--- config.mk ---
export PLATFORM = sky130hd
export DESIGN_NAME = lsq_issue_scheduler
export DESIGN_NICKNAME = d
export VERILOG_FILES = /design/src/rtl/lsq_issue_scheduler_pkg.sv /design/src/rtl/lsq_issue_scheduler.sv
export SDC_FILE = /design/constraint.sdc
export NUM_CORES = 1
export LEC_CHECK = 0
export CAP_MARGIN = 15
export CORE_MARGIN = 3
export CORE_UTILIZATION = 56
export DETAILED_ROUTE_END_ITERATION = 8
export GPL_TIMING_DRIVEN = 1
export PLACE_DENSITY = 0.87
export SLEW_MARGIN = 20
export SYNTH_ARGS = -nofsm -noshare
export SYNTH_HDL_FRONTEND = slang
export SYNTH_SLANG_ARGS = --single-unit
--- constraint.sdc ---
create_clock -name clk -period 4.14 [get_ports clk]
set_input_delay 0.414 -clock clk [delete_from_list [all_inputs] [get_ports clk]]
set_output_delay 0.414 -clock clk [all_outputs]
set_load 0.05 [all_outputs]
--- src/rtl/lsq_issue_scheduler_pkg.sv ---
// Shared types for the load/store queue issue scheduler.
package lsq_issue_scheduler_pkg;

   // Scheduler arbitration mode.
   typedef enum logic [1:0] {
      LOAD_PRI    = 2'd0,
      STORE_BURST = 2'd1,
      FENCE       = 2'd2
   } lsq_sched_state_t;

endpackage

--- src/rtl/lsq_issue_scheduler.sv ---
// Picks the load-queue head or store-queue head for issue each cycle.
// Loads win by default; stores get forward progress via a starvation
// counter and a full-queue drain burst, and a fence empties the store queue.
module lsq_issue_scheduler
   import lsq_issue_scheduler_pkg::*;
#(
   parameter int unsigned STORE_STARVE_LIMIT = 8,
   parameter int unsigned DRAIN_BURST        = 2
) (
   input  logic clk,
   input  logic rst,
   input  logic flush,
   input  logic load_valid,
   input  logic load_conflict,
   input  logic store_valid,
   input  logic sq_full,
   input  logic sq_empty,
   input  logic issue_ready,
   input  logic drain_req,
   output logic lsq_valid,
   output logic load_selected,
   output logic load_pop,
   output logic store_pop,
   output logic drain_done,
   output logic tr_store_starve
);

   localparam int unsigned CNT_MAX = (STORE_STARVE_LIMIT > DRAIN_BURST) ? STORE_STARVE_LIMIT : DRAIN_BURST;
   localparam int unsigned CNT_W   = $clog2(CNT_MAX + 1);
   localparam logic [CNT_W-1:0] STARVE_MAX = CNT_W'(STORE_STARVE_LIMIT);
   localparam logic [CNT_W-1:0] BURST_LEN  = CNT_W'(DRAIN_BURST);
   localparam logic [CNT_W-1:0] CNT_ONE    = CNT_W'(1);

   lsq_sched_state_t state_q, state_next;
   logic [CNT_W-1:0] starve_q, starve_next;
   logic [CNT_W-1:0] burst_q, burst_next;
   logic             drain_done_q, drain_done_next;

   logic load_ok;
   logic active;
   logic starve_hit;

   assign load_ok    = load_valid & ~load_conflict;
   assign active     = ~rst & ~flush;
   assign starve_hit = (starve_q == STARVE_MAX);

   // State, counters and registered drain status; flush behaves like reset.
   always_ff @(posedge clk or posedge rst) begin
      if (rst) begin
         state_q      <= LOAD_PRI;
         starve_q     <= '0;
         burst_q      <= '0;
         drain_done_q <= 1'b0;
      end else if (flush) begin
         state_q      <= LOAD_PRI;
         starve_q     <= '0;
         burst_q      <= '0;
         drain_done_q <= 1'b0;
      end else begin
         state_q      <= state_next;
         starve_q     <= starve_next;
         burst_q      <= burst_next;
         drain_done_q <= drain_done_next;
      end
   end

   // Next-state and counter updates; a fence request overrides every other move.
   always_comb begin
      state_next      = state_q;
      starve_next     = starve_q;
      burst_next      = burst_q;
      drain_done_next = 1'b0;
      case (state_q)
         LOAD_PRI: begin
            if (store_pop || !store_valid) begin
               starve_next = '0;
            end else if (load_pop && !starve_hit) begin
               starve_next = starve_q + CNT_ONE;
            end
            if (drain_req) begin
               state_next = FENCE;
            end else if (store_valid && (sq_full || starve_hit)) begin
               state_next  = STORE_BURST;
               burst_next  = '0;
               starve_next = '0;
            end
         end
         STORE_BURST: begin
            if (store_pop) begin
               burst_next = burst_q + CNT_ONE;
            end
            if (drain_req) begin
               state_next = FENCE;
               burst_next = '0;
            end else if ((store_pop && ((burst_q + CNT_ONE) == BURST_LEN)) ||
                         (!store_valid && !sq_full)) begin
               state_next = LOAD_PRI;
               burst_next = '0;
            end
         end
         FENCE: begin
            drain_done_next = drain_req & sq_empty & ~store_valid;
            if (!drain_req) begin
               state_next = LOAD_PRI;
            end
         end
         default: begin
            state_next = LOAD_PRI;
         end
      endcase
   end

   // Combinational selection and pop strobes, forced quiet during reset/flush.
   always_comb begin
      lsq_valid       = 1'b0;
      load_selected   = 1'b0;
      load_pop        = 1'b0;
      store_pop       = 1'b0;
      drain_done      = 1'b0;
      tr_store_starve = 1'b0;
      if (active) begin
         case (state_q)
            LOAD_PRI: begin
               load_selected   = load_ok;
               lsq_valid       = load_ok | store_valid;
               tr_store_starve = ~drain_req & store_valid & starve_hit & ~sq_full;
            end
            STORE_BURST, FENCE: begin
               load_selected = 1'b0;
               lsq_valid     = store_valid;
            end
            default: begin
               lsq_valid = 1'b0;
            end
         endcase
         load_pop   = lsq_valid & load_selected & issue_ready;
         store_pop  = lsq_valid & ~load_selected & store_valid & issue_ready;
         drain_done = drain_done_q & drain_req;
      end
   end

endmodule
==> metrics.csv <==
metric,value,unit
wire_per_inst,15.3,µm
cp_top_family,buffers and inverters,
wirelength,2140,µm
hold_path.class,in2async,
vias,904,
drv_slew,0,
fin_crit,3150,ps
grt_pass1_vias,814,
power.leakage,0.483,nW
slew_headroom,65.3,%
synth.distinct_cells,38,
ir_drop,206,µV
start_util,61.2,%
yosys-top-cells-count,"dfrtp_1, inv_1, nor2_1, o21ai_0, ha_1",
setup_violations,0,
fin_crit_sh,76.0,%
ys_warn_count,0,
cts_resized,0,
synth-edff-count,0,
core_area,0.00156,mm²
ys_ff_latch,11,
ys_seq_area_share,28.9,%
setup_ws,993,ps
timing.hold.ws,547,ps
numCtsBuffers,3,
arrival,2730,ps
drive_gt1_share,8.06,%
cp.required,3730,ps
p_per_area,242,mW/mm²
io_pins,16,
first_iter_violations,30,
path_max_fanout,10,
rsz0062_at_grt,no,
die_w,47.3,µm
hold_viol_final,0,
crit_chain,clkdlybuf4s50_1 > or3_4 > nor3_4 > clkdlybuf4s50_1,
synthToLayoutAreaGrowth,16.7,%
cts_tree,yes,
diodes,0,
nNetsFinal,143,
drv_cap,0,
final_cells,140,
critPathLaunchType,primary input,
finalInstanceArea,0.00111,mm²
nFillCells,125,
grt.total_usage,22.2,%
worstMarginPinSlew,520,ps
dp.cells,136,
area.sequential,275,µm²
grt_start_max_net_pins,15,
cts_sinks,11,
clock_path_buffers,2,
place.gp.congestion,0.849,
root_buffer,clkbuf_4,
slowest_delay,880,ps
ys.flop_type,dfrtp_1,
ant_nets,0,
crit_path_frequent_cell,clkdlybuf4s50_1,
clk_pin_slew_worst_paths,70,ps
worstSkewPairLatency,270,ps
outcome,"complete, no violations",
critPathSlowestCell,clkdlybuf4s50_1,
synthMostInstantiatedCell,dfrtp_1,
synth_top_area_share,28.9,%
num_rows,14,
port_buffers,15,
multiInputGateArea,603,µm²
die_h,47.3,µm
cts_setup_buffers,0,
cts_max_level,1,
drcViolationCount,0,
synth_area_per_cell,8.59,µm²
grt_pass1_wl,3460,µm
overflow,0,
fin_skew,0.252,ps
firstDrtPassIters,4,
vias_per_cell,6.46,
synth_cells,111,
synthTopCellsByArea,"dfrtp_1, ha_1, o21ai_0",
syn-num-nets,129,
end_kind,primary output,
place_area,0.00109,mm²
path_class,in2out,
post-place-ws,1020,ps
yosys.area.top_type,dfrtp_1,
path_buf_inv,2,
die_area,0.00223,mm²
fmax,0.318,GHz
antenna_found_initial,0,
place_hpwl,1650,µm
async_reset_ff_share,100,%
ctsHoldBuffers,0,
setup-tns-final,0,ps
netlist_area,953,µm²
-- area by class of cell --
| cell class | count | share of cell area [%] |
|---|---|---|
| repair buffers | 15 | 13.5 |
| flip-flops and latches | 11 | 24.7 |
| well taps | 16 | 1.80 |
| inverters | 10 | 3.37 |
| clock buffers | 4 | 2.36 |
| multi-input cells | 84 | 54.2 |
-- power by group --
group	switching, mW	internal, mW	total [mW]
Sequential	0.00338	0.111	0.114
Clock	0.0363	0.0373	0.0736
Combinational	0.0485	0.0330	0.0815
Total	0.0881	0.181	0.269
-- flip-flops by register name, indices dropped and copies added, names as in the netlist --
signal        cells
starve_q          4
state_q           2
burst_q           4
drain_done_q      1
-- cells by family (layout without fill, tap and decap cells) --
family	Yosys count	in the layout	synth area share, %
adder cells (fa/ha/maj)	8	8	10.5
AO/OA/AOI/OAI	33	33	24.8
multiplexers	2	2	2.36
buffers and inverters	16	29	7.87
AND/OR/NAND/NOR	41	41	25.6
flip-flops	11	11	28.9
-- stage by stage --
step | total power [mW] | util [%]
after global placement | 0.195 | 69.7
after detailed placement | 0.197 | 69.7
after floorplan | 0.174 | -
after CTS | 0.273 | 71.3
after global routing | 0.288 | 71.3
final | 0.269 | 71.3
-- worst register-to-register path: stages (launching register included) --
cell	delay [ps]
dfrtp_1	420
ha_1	230
or3_4	410
nor3_4	370
nand2_1	140
a221oi_2	280
mux2_2	360
-- worst paths after layout --
check / start / to / slack, ps / cells after the start
worst max-delay path: flush / store_pop / 990 / 4
worst min-delay path: rst / state_q[1]$_DFFE_PP0P_ / 550 / 2
worst max register to register: state_q[0]$_DFFE_PP0P_ / state_q[0]$_DFFE_PP0P_ / 1820 / 6
worst min register to register: starve_q[2]$_DFFE_PP0P_ / starve_q[2]$_DFFE_PP0P_ / 550 / 1
max in group asynchronous: rst / drain_done_q$_DFF_PP0_ / 3250 / 2
min in group clk: starve_q[2]$_DFFE_PP0P_ / starve_q[2]$_DFFE_PP0P_ / 550 / 1
-- layout by cell type, fill, tap and decap left out, types with 2 or more instances in the layout --
cell,instances
nand3_1,3
nor2_1,10
o22a_1,2
mux2_2,2
a21oi_1,6
and4_1,2
clkdlybuf4s50_1,15
nor2b_1,2
a22o_1,2
or3_1,2
inv_1,10
o21ai_0,10
clkbuf_4,3
nand4_1,3
and3b_1,2
o41ai_1,3
o211ai_1,2
ha_1,8
nand2_1,7
dfrtp_1,11
-- layer usage --
metal | GRT usage [%] | part of all wire [%] | up-vias
met1 | 25.8 | 44 | 418
met3 | 4.21 | 5.6 | 6
li1 | - | - | 442
met5 | 0 | 0 | -
met4 | 12.7 | 2.2 | 0
met2 | 37.7 | 48 | 38
No activity file was read; power rests on OpenSTA's default activity.
